## src/rtl/if_fetch_redirect_pkg.sv

```systemverilog
// Shared pipeline definitions for the fetch stage: state codes, reset PC,
// bus widths and the IF->ID payload layout.
package if_fetch_redirect_pkg;

    localparam logic [1:0] IF_IDLE = 2'd0;
    localparam logic [1:0] IF_REQ  = 2'd1;
    localparam logic [1:0] IF_WAIT = 2'd2;
    localparam logic [1:0] IF_HOLD = 2'd3;

    localparam logic [31:0] IF_RESET_PC = 32'hBFC0_0000;

    localparam int IF_ID_W = 65;
    localparam int EXC_W   = 33;
    localparam int BR_W    = 33;

    typedef struct packed {
        logic        adel;
        logic [31:0] pc;
        logic [31:0] inst;
    } if_id_t;

    // Sequential fetch address; wraps modulo 2^32.
    function automatic logic [31:0] pc_inc(input logic [31:0] pc);
        return pc + 32'd4;
    endfunction

endpackage

```

## src/rtl/if_fetch_redirect.sv

```systemverilog
// Fetch stage: issues instruction requests over a split addr/data handshake,
// holds the fetched word for ID and absorbs WB redirects at any point in a transaction.
module if_fetch_redirect
    import if_fetch_redirect_pkg::*;
#(
    parameter logic [31:0] RESET_PC = IF_RESET_PC
) (
    input  logic                clk,
    input  logic                resetn,
    input  logic [EXC_W-1:0]    exc_bus,
    input  logic                cancel,
    input  logic [BR_W-1:0]     br_bus,
    input  logic                ID_allow_in,
    output logic                inst_req,
    output logic [31:0]         inst_addr,
    input  logic                inst_addr_ok,
    input  logic                inst_data_ok,
    input  logic [31:0]         inst_rdata,
    output logic                IF_valid,
    output logic [IF_ID_W-1:0]  IF_ID_bus,
    output logic [31:0]         IF_pc
);

    logic [1:0]  r_state;
    logic [31:0] r_pc;
    logic        r_discard;
    logic        r_pend_v;
    logic [31:0] r_pend_pc;
    logic [31:0] r_inst_buf;
    logic        r_adel;

    logic        w_exc_valid;
    logic [31:0] w_exc_pc;
    logic        w_br_taken;
    logic [31:0] w_br_target;
    logic        w_aligned;
    logic        w_hold;
    if_id_t      w_bus;

    assign w_exc_valid = exc_bus[32];
    assign w_exc_pc    = exc_bus[31:0];
    assign w_br_taken  = br_bus[32];
    assign w_br_target = br_bus[31:0];
    assign w_aligned   = (r_pc[1:0] == 2'b00);
    assign w_hold      = (r_state == IF_HOLD);

    assign inst_req  = (r_state == IF_REQ) & w_aligned;
    assign inst_addr = inst_req ? r_pc : 32'h0;
    assign IF_valid  = w_hold & ~cancel & ~w_exc_valid;
    assign IF_pc     = r_pc;

    assign w_bus.adel = r_adel;
    assign w_bus.pc   = r_pc;
    assign w_bus.inst = r_inst_buf;
    assign IF_ID_bus  = w_hold ? w_bus : '0;

    always_ff @(posedge clk or negedge resetn) begin
        if (!resetn) begin
            r_state    <= IF_IDLE;
            r_pc       <= RESET_PC;
            r_discard  <= 1'b0;
            r_pend_v   <= 1'b0;
            r_pend_pc  <= 32'h0;
            r_inst_buf <= 32'h0;
            r_adel     <= 1'b0;
        end else begin
            case (r_state)
                IF_IDLE: begin
                    r_state <= IF_REQ;
                    if (w_exc_valid) r_pc <= w_exc_pc;
                end
                IF_REQ: begin
                    if (!w_aligned) begin
                        // No bus traffic yet, so a redirect can be taken directly.
                        if (w_exc_valid) begin
                            r_pc     <= w_exc_pc;
                            r_pend_v <= 1'b0;
                        end else if (r_pend_v) begin
                            r_pc     <= r_pend_pc;
                            r_pend_v <= 1'b0;
                        end else begin
                            r_adel     <= 1'b1;
                            r_inst_buf <= 32'h0;
                            r_state    <= IF_HOLD;
                        end
                    end else begin
                        // The address must stay put until accepted; park the redirect.
                        if (w_exc_valid) begin
                            r_pend_v  <= 1'b1;
                            r_pend_pc <= w_exc_pc;
                        end
                        if (inst_addr_ok) begin
                            r_state <= IF_WAIT;
                            if (w_exc_valid || r_pend_v) r_discard <= 1'b1;
                        end
                    end
                end
                IF_WAIT: begin
                    if (inst_data_ok) begin
                        r_discard <= 1'b0;
                        if (w_exc_valid) begin
                            r_pc     <= w_exc_pc;
                            r_pend_v <= 1'b0;
                            r_state  <= IF_REQ;
                        end else if (r_discard) begin
                            r_pc     <= r_pend_pc;
                            r_pend_v <= 1'b0;
                            r_state  <= IF_REQ;
                        end else begin
                            r_inst_buf <= inst_rdata;
                            r_adel     <= 1'b0;
                            r_state    <= IF_HOLD;
                        end
                    end else if (w_exc_valid) begin
                        r_discard <= 1'b1;
                        r_pend_v  <= 1'b1;
                        r_pend_pc <= w_exc_pc;
                    end
                end
                IF_HOLD: begin
                    if (w_exc_valid) begin
                        r_pc    <= w_exc_pc;
                        r_state <= IF_REQ;
                    end else if (cancel) begin
                        r_state <= IF_REQ;
                    end else if (ID_allow_in) begin
                        // Branch resolved in ID applies to the instruction after the delay slot.
                        r_pc    <= w_br_taken ? w_br_target : pc_inc(r_pc);
                        r_state <= IF_REQ;
                    end
                end
                default: r_state <= IF_IDLE;
            endcase
        end
    end

endmodule

```

## config.mk

```make
export PLATFORM = sky130hd
export DESIGN_NAME = if_fetch_redirect
export DESIGN_NICKNAME = d
export VERILOG_FILES = /design/src/rtl/if_fetch_redirect_pkg.sv /design/src/rtl/if_fetch_redirect.sv
export SDC_FILE = /design/constraint.sdc
export NUM_CORES = 1
export LEC_CHECK = 0
export ABC_CLOCK_PERIOD_IN_PS = 2400
export BUFFER_PORTS_ARGS = -buffer_cell sky130_fd_sc_hd__clkbuf_2
export CAP_MARGIN = 20
export CELL_PAD_IN_SITES_DETAIL_PLACEMENT = 0
export CELL_PAD_IN_SITES_GLOBAL_PLACEMENT = 1
export CORE_ASPECT_RATIO = 1.1
export CORE_MARGIN = 4
export CORE_UTILIZATION = 33
export CTS_CLUSTER_SIZE = 8
export DETAILED_ROUTE_END_ITERATION = 10
export HOLD_SLACK_MARGIN = 0.12
export PLACE_DENSITY = 0.75
export REMOVE_ABC_BUFFERS = 1
export SETUP_SLACK_MARGIN = 0.4
export SLEW_MARGIN = 20
export SYNTH_ARGS = -nofsm -noshare
export SYNTH_HDL_FRONTEND = slang
export SYNTH_SLANG_ARGS = --single-unit
```

## constraint.sdc

```tcl
create_clock -name clk -period 2.4 [get_ports clk]
set_input_delay 0.48 -clock clk [delete_from_list [all_inputs] [get_ports clk]]
set_output_delay 0.48 -clock clk [all_outputs]
set_load 0.05 [all_outputs]
```

==> flow_metrics.tcl <==
set metrics [dict create \
    status "finished, violations left" \
    violations "negative setup slack" \
    synth_cells 789 \
    path_max_fanout 6 \
    wire_per_inst_um 22.75 \
    placement_rows 54 \
    syn-mean-instance-area_um2 8.506 \
    dieHeight_um 157.6 \
    crit_type "reg -> out" \
    max_cap_violations 0 \
    ys_seq_elements 101 \
    tightest_slew_ns 0.6390 \
    synth_edf_count 0 \
    postRouteWirelength_um 30350 \
    htree_levels 3 \
    cp_slowest_cell "dfrtp_1" \
    setup_viol 31 \
    finalHoldViolCount 0 \
    grt_max_degree 37 \
    hp-start "inst_rdata[27]" \
    final_area_um2 11880 \
    die_area_um2 22690 \
    pwr_density_cell_nw_per_um2 1583 \
    swShare_pct 46.70 \
    grt_pass1_vias 7388 \
    vias 7662 \
    hp-class "in -> reg" \
    cts_made_buffers 9 \
    intPower_w 0.01002 \
    detailedPlace.worstSlack_ns 0.06709 \
    stdcell_count 1334 \
    design.portCount 235 \
    io_buffer_count 232 \
    rsz0062_at_grt "yes" \
    irDropWorstVdd_v 0.001176 \
    clk_path_buf_depth 2 \
    avgViaCountPerCell 5.744 \
    cp-end-kind "primary output" \
    initial_core_util_pct 33.67 \
    max_freq_mhz 396.4 \
    critPathLaunch "r_state[1]" \
    crit_chain "inv_2 -> ha_4 -> or3b_4 -> inv_8 -> buf_12 -> buf_16 -> and2_4 -> clkbuf_16" \
    power.share.clock_pct 8.0 \
    synth.distinct_cells 63 \
    reg2reg_from "r_state[0]" \
    dpl.cell_count 1255 \
    numClockSinks 101 \
    clkTransAtPathRegs_ns 0.07 \
    p_comb_share_pct 73.7 \
    required_ns 1.92 \
    fp.coreArea_um2 19930 \
    globalplace.congestion 0.8126 \
    die_w_um 144.0 \
    p_sw_w 0.008781 \
    p_leak_nw 5.323 \
    synth_area_um2 6711 \
    ant_nets 0 \
    final.setup_skew_ns 0.009007 \
    clockRootBuffer "clkbuf_16" \
    layout-area-overhead-vs-synth_pct 77.03 \
    p_seq_share_pct 18.3 \
    slowest_delay_ns 0.41 \
    critPathArrivalTime_ns 2.04 \
    diodes 0 \
    place_hpwl_um 17200 \
    postPlaceCellArea_um2 8497 \
    slew_viol_final 0 \
    seq_area_frac_synth_pct 37.83 \
    grt_pass1_wl_um 42060 \
    async_flop_share_pct 100.0 \
    globalRoute.totalOverflow 0 \
    drt_first_iter_violations 543 \
    first_pass_iters 5 \
    drive_gt1_share_pct 52.03 \
    antenna_found_initial 3 \
    post-route-min-period_ns 2.523 \
    nNetsFinal 1187 \
    finalWorstSetupSlack_ns -0.1226 \
    cts_tree "built" \
    fin_total_pwr_w 0.01880 \
    clk_latency_ns 0.35 \
    synthFlopType "dfrtp_1" \
    yosys_warnings 0 \
    grt_usage_pct 23.89 \
    relSlewSlack_pct 57.05 \
    start_kind "flip-flop" \
    finalCritPeriodShare_pct 105.1 \
    drt_drc_violations_left 0 \
]
[cells in the mapped netlist, drive strengths merged, types with 8 or more instances]
library cell,count,area (um^2)
a21oi,26,130.1
a22o,15,131.4
a22oi,20,150.1
a31oi,20,125.1
and2,95,596.8
buf,10,51.29
clkbuf,69,261.5
dfrtp,92,2302
dfstp,9,236.5
inv,13,48.80
mux2,36,405.4
nand2,109,409.1
nand3,10,50.05
nand4,14,102.6
nor2,27,101.4
nor2b,8,50.05
nor3,14,70.07
o21ai,62,310.3
o221ai,23,201.4
o22a,11,96.34
[per-stage QoR]
| step | setup TNS (ns) | hold slack (ns) | util [%] |
|---|---|---|---|
| 4_1_cts | -1.696 | 0.3365 | 54.22 |
| 5_1_grt | -4.919 | 0.3409 | 59.61 |
| 2_1_floorplan | -98.52 | 0.1844 | - |
| 3_3_place_gp | 0 | 0.4526 | 42.63 |
| 3_5_place_dp | 0 | 0.4627 | 42.63 |
| 6_report | -2.918 | 0.3424 | 59.61 |
[logic make-up after synthesis]
| logic type | after synthesis | share of synthesized area, % |
|---|---|---|
| fa+ha+maj | 6 | 1.119 |
| other cells | 1 | 0.05587 |
| buf+inv | 92 | 5.388 |
| compound gates | 231 | 23.81 |
| flops | 101 | 37.83 |
| mux | 40 | 6.637 |
| xor+xnor | 3 | 0.3916 |
| simple gates | 315 | 24.78 |
[area by class of cell]
| cell class | count | area, um^2 |
|---|---|---|
| Fill cell | 1598 | 8050 |
| Clock buffer | 15 | 257.7 |
| Tap cell | 252 | 315.3 |
| Sequential cell | 101 | 2540 |
| Multi-Input combinational cell | 597 | 4548 |
| Clock inverter | 1 | 30.03 |
| Inverter | 13 | 56.30 |
| Timing Repair Buffer | 355 | 4134 |
[layer usage]
layer / track usage (%) / share of wire, % / wire [um]
met5: 0 / 0.13 / 40
met3: 7.311 / 8.9 / 2703
met4: 7.220 / 4.0 / 1199
met1: 28.75 / 38 / 11410
met2: 41.02 / 49 / 15000
[worst paths after layout]
path / endpoint / slack, ns / cells past startpoint
max reg2reg: IF_pc[5] / 0.01 / 11
min: r_inst_buf[27] / 0.34 / 3
max in group asynchronous: IF_pc[24] / 1.06 / 3
min in group asynchronous: r_inst_buf[9] / 0.63 / 2
min reg2reg: r_inst_buf[0] / 0.49 / 2
max: inst_addr[28] / -0.12 / 8
[repair_timing]
item                                    in CTS  in global routing
buffers inserted                            19                 15
pin swaps                                   18                 46
endpoints found under the hold margin       33                  0
gates cloned                                20                  8
endpoints found under the setup margin     162                195
hold buffers                                 1                  0
resized for setup                          297                292
[sequential cells by signal, indices dropped and copies added (netlist names)]
register / cells
IF_pc: 32
r_state: 2
r_discard: 1
r_inst_buf: 32
r_pend_pc: 32
r_adel: 1
r_pend_v: 1
[critical path, delay by kind of cell (launching register included)]
family                   cells  cell delay (ns)
buffers and inverters        5             0.58
AND/OR/NAND/NOR              2             0.56
flip-flops                   1             0.41
adder cells (fa/ha/maj)      1             0.13
[power groups by stage]
stage / Sequential, W / Clock, W / Combinational [W]
4_1_cts: 0.00330 / 0.00154 / 0.0116
5_1_grt: 0.00353 / 0.00161 / 0.0145
3_3_place_gp: 0.00327 / 0 / 0.00805
2_1_floorplan: 0.00412 / 0 / 0.00445
3_5_place_dp: 0.00331 / 0 / 0.00812
6_report: 0.00345 / 0.00151 / 0.0139
[cell usage in the layout (no fill, tap or decap), types with 5 or more instances in the layout]
master / synthesis / routed
nand2_4: 0 / 17
dfrtp_1: 92 / 91
clkbuf_1: 67 / 5
nor2_4: 0 / 6
o22a_1: 11 / 11
clkbuf_2: 2 / 134
nor2_1: 27 / 20
a22oi_1: 20 / 20
buf_16: 0 / 18
mux2_2: 36 / 5
and4_1: 6 / 6
o21ai_2: 0 / 24
nand3_1: 10 / 10
o21ai_1: 0 / 16
nor3_1: 14 / 12
nor2b_1: 8 / 7
nand4_1: 13 / 13
a22o_1: 15 / 15
buf_8: 0 / 72
inv_1: 13 / 10
dfstp_2: 9 / 9
nand2_1: 109 / 85
buf_12: 0 / 22
and2_4: 0 / 68
buf_6: 0 / 20
a21oi_1: 26 / 25
o221ai_1: 23 / 23
a31oi_1: 20 / 20
buf_4: 2 / 57
o21ai_0: 62 / 21
nand2_2: 0 / 7
nor3b_1: 5 / 5
clkbuf_16: 0 / 39
and2_1: 93 / 27
mux2_4: 0 / 31
Power figures use the tool's default switching activity.
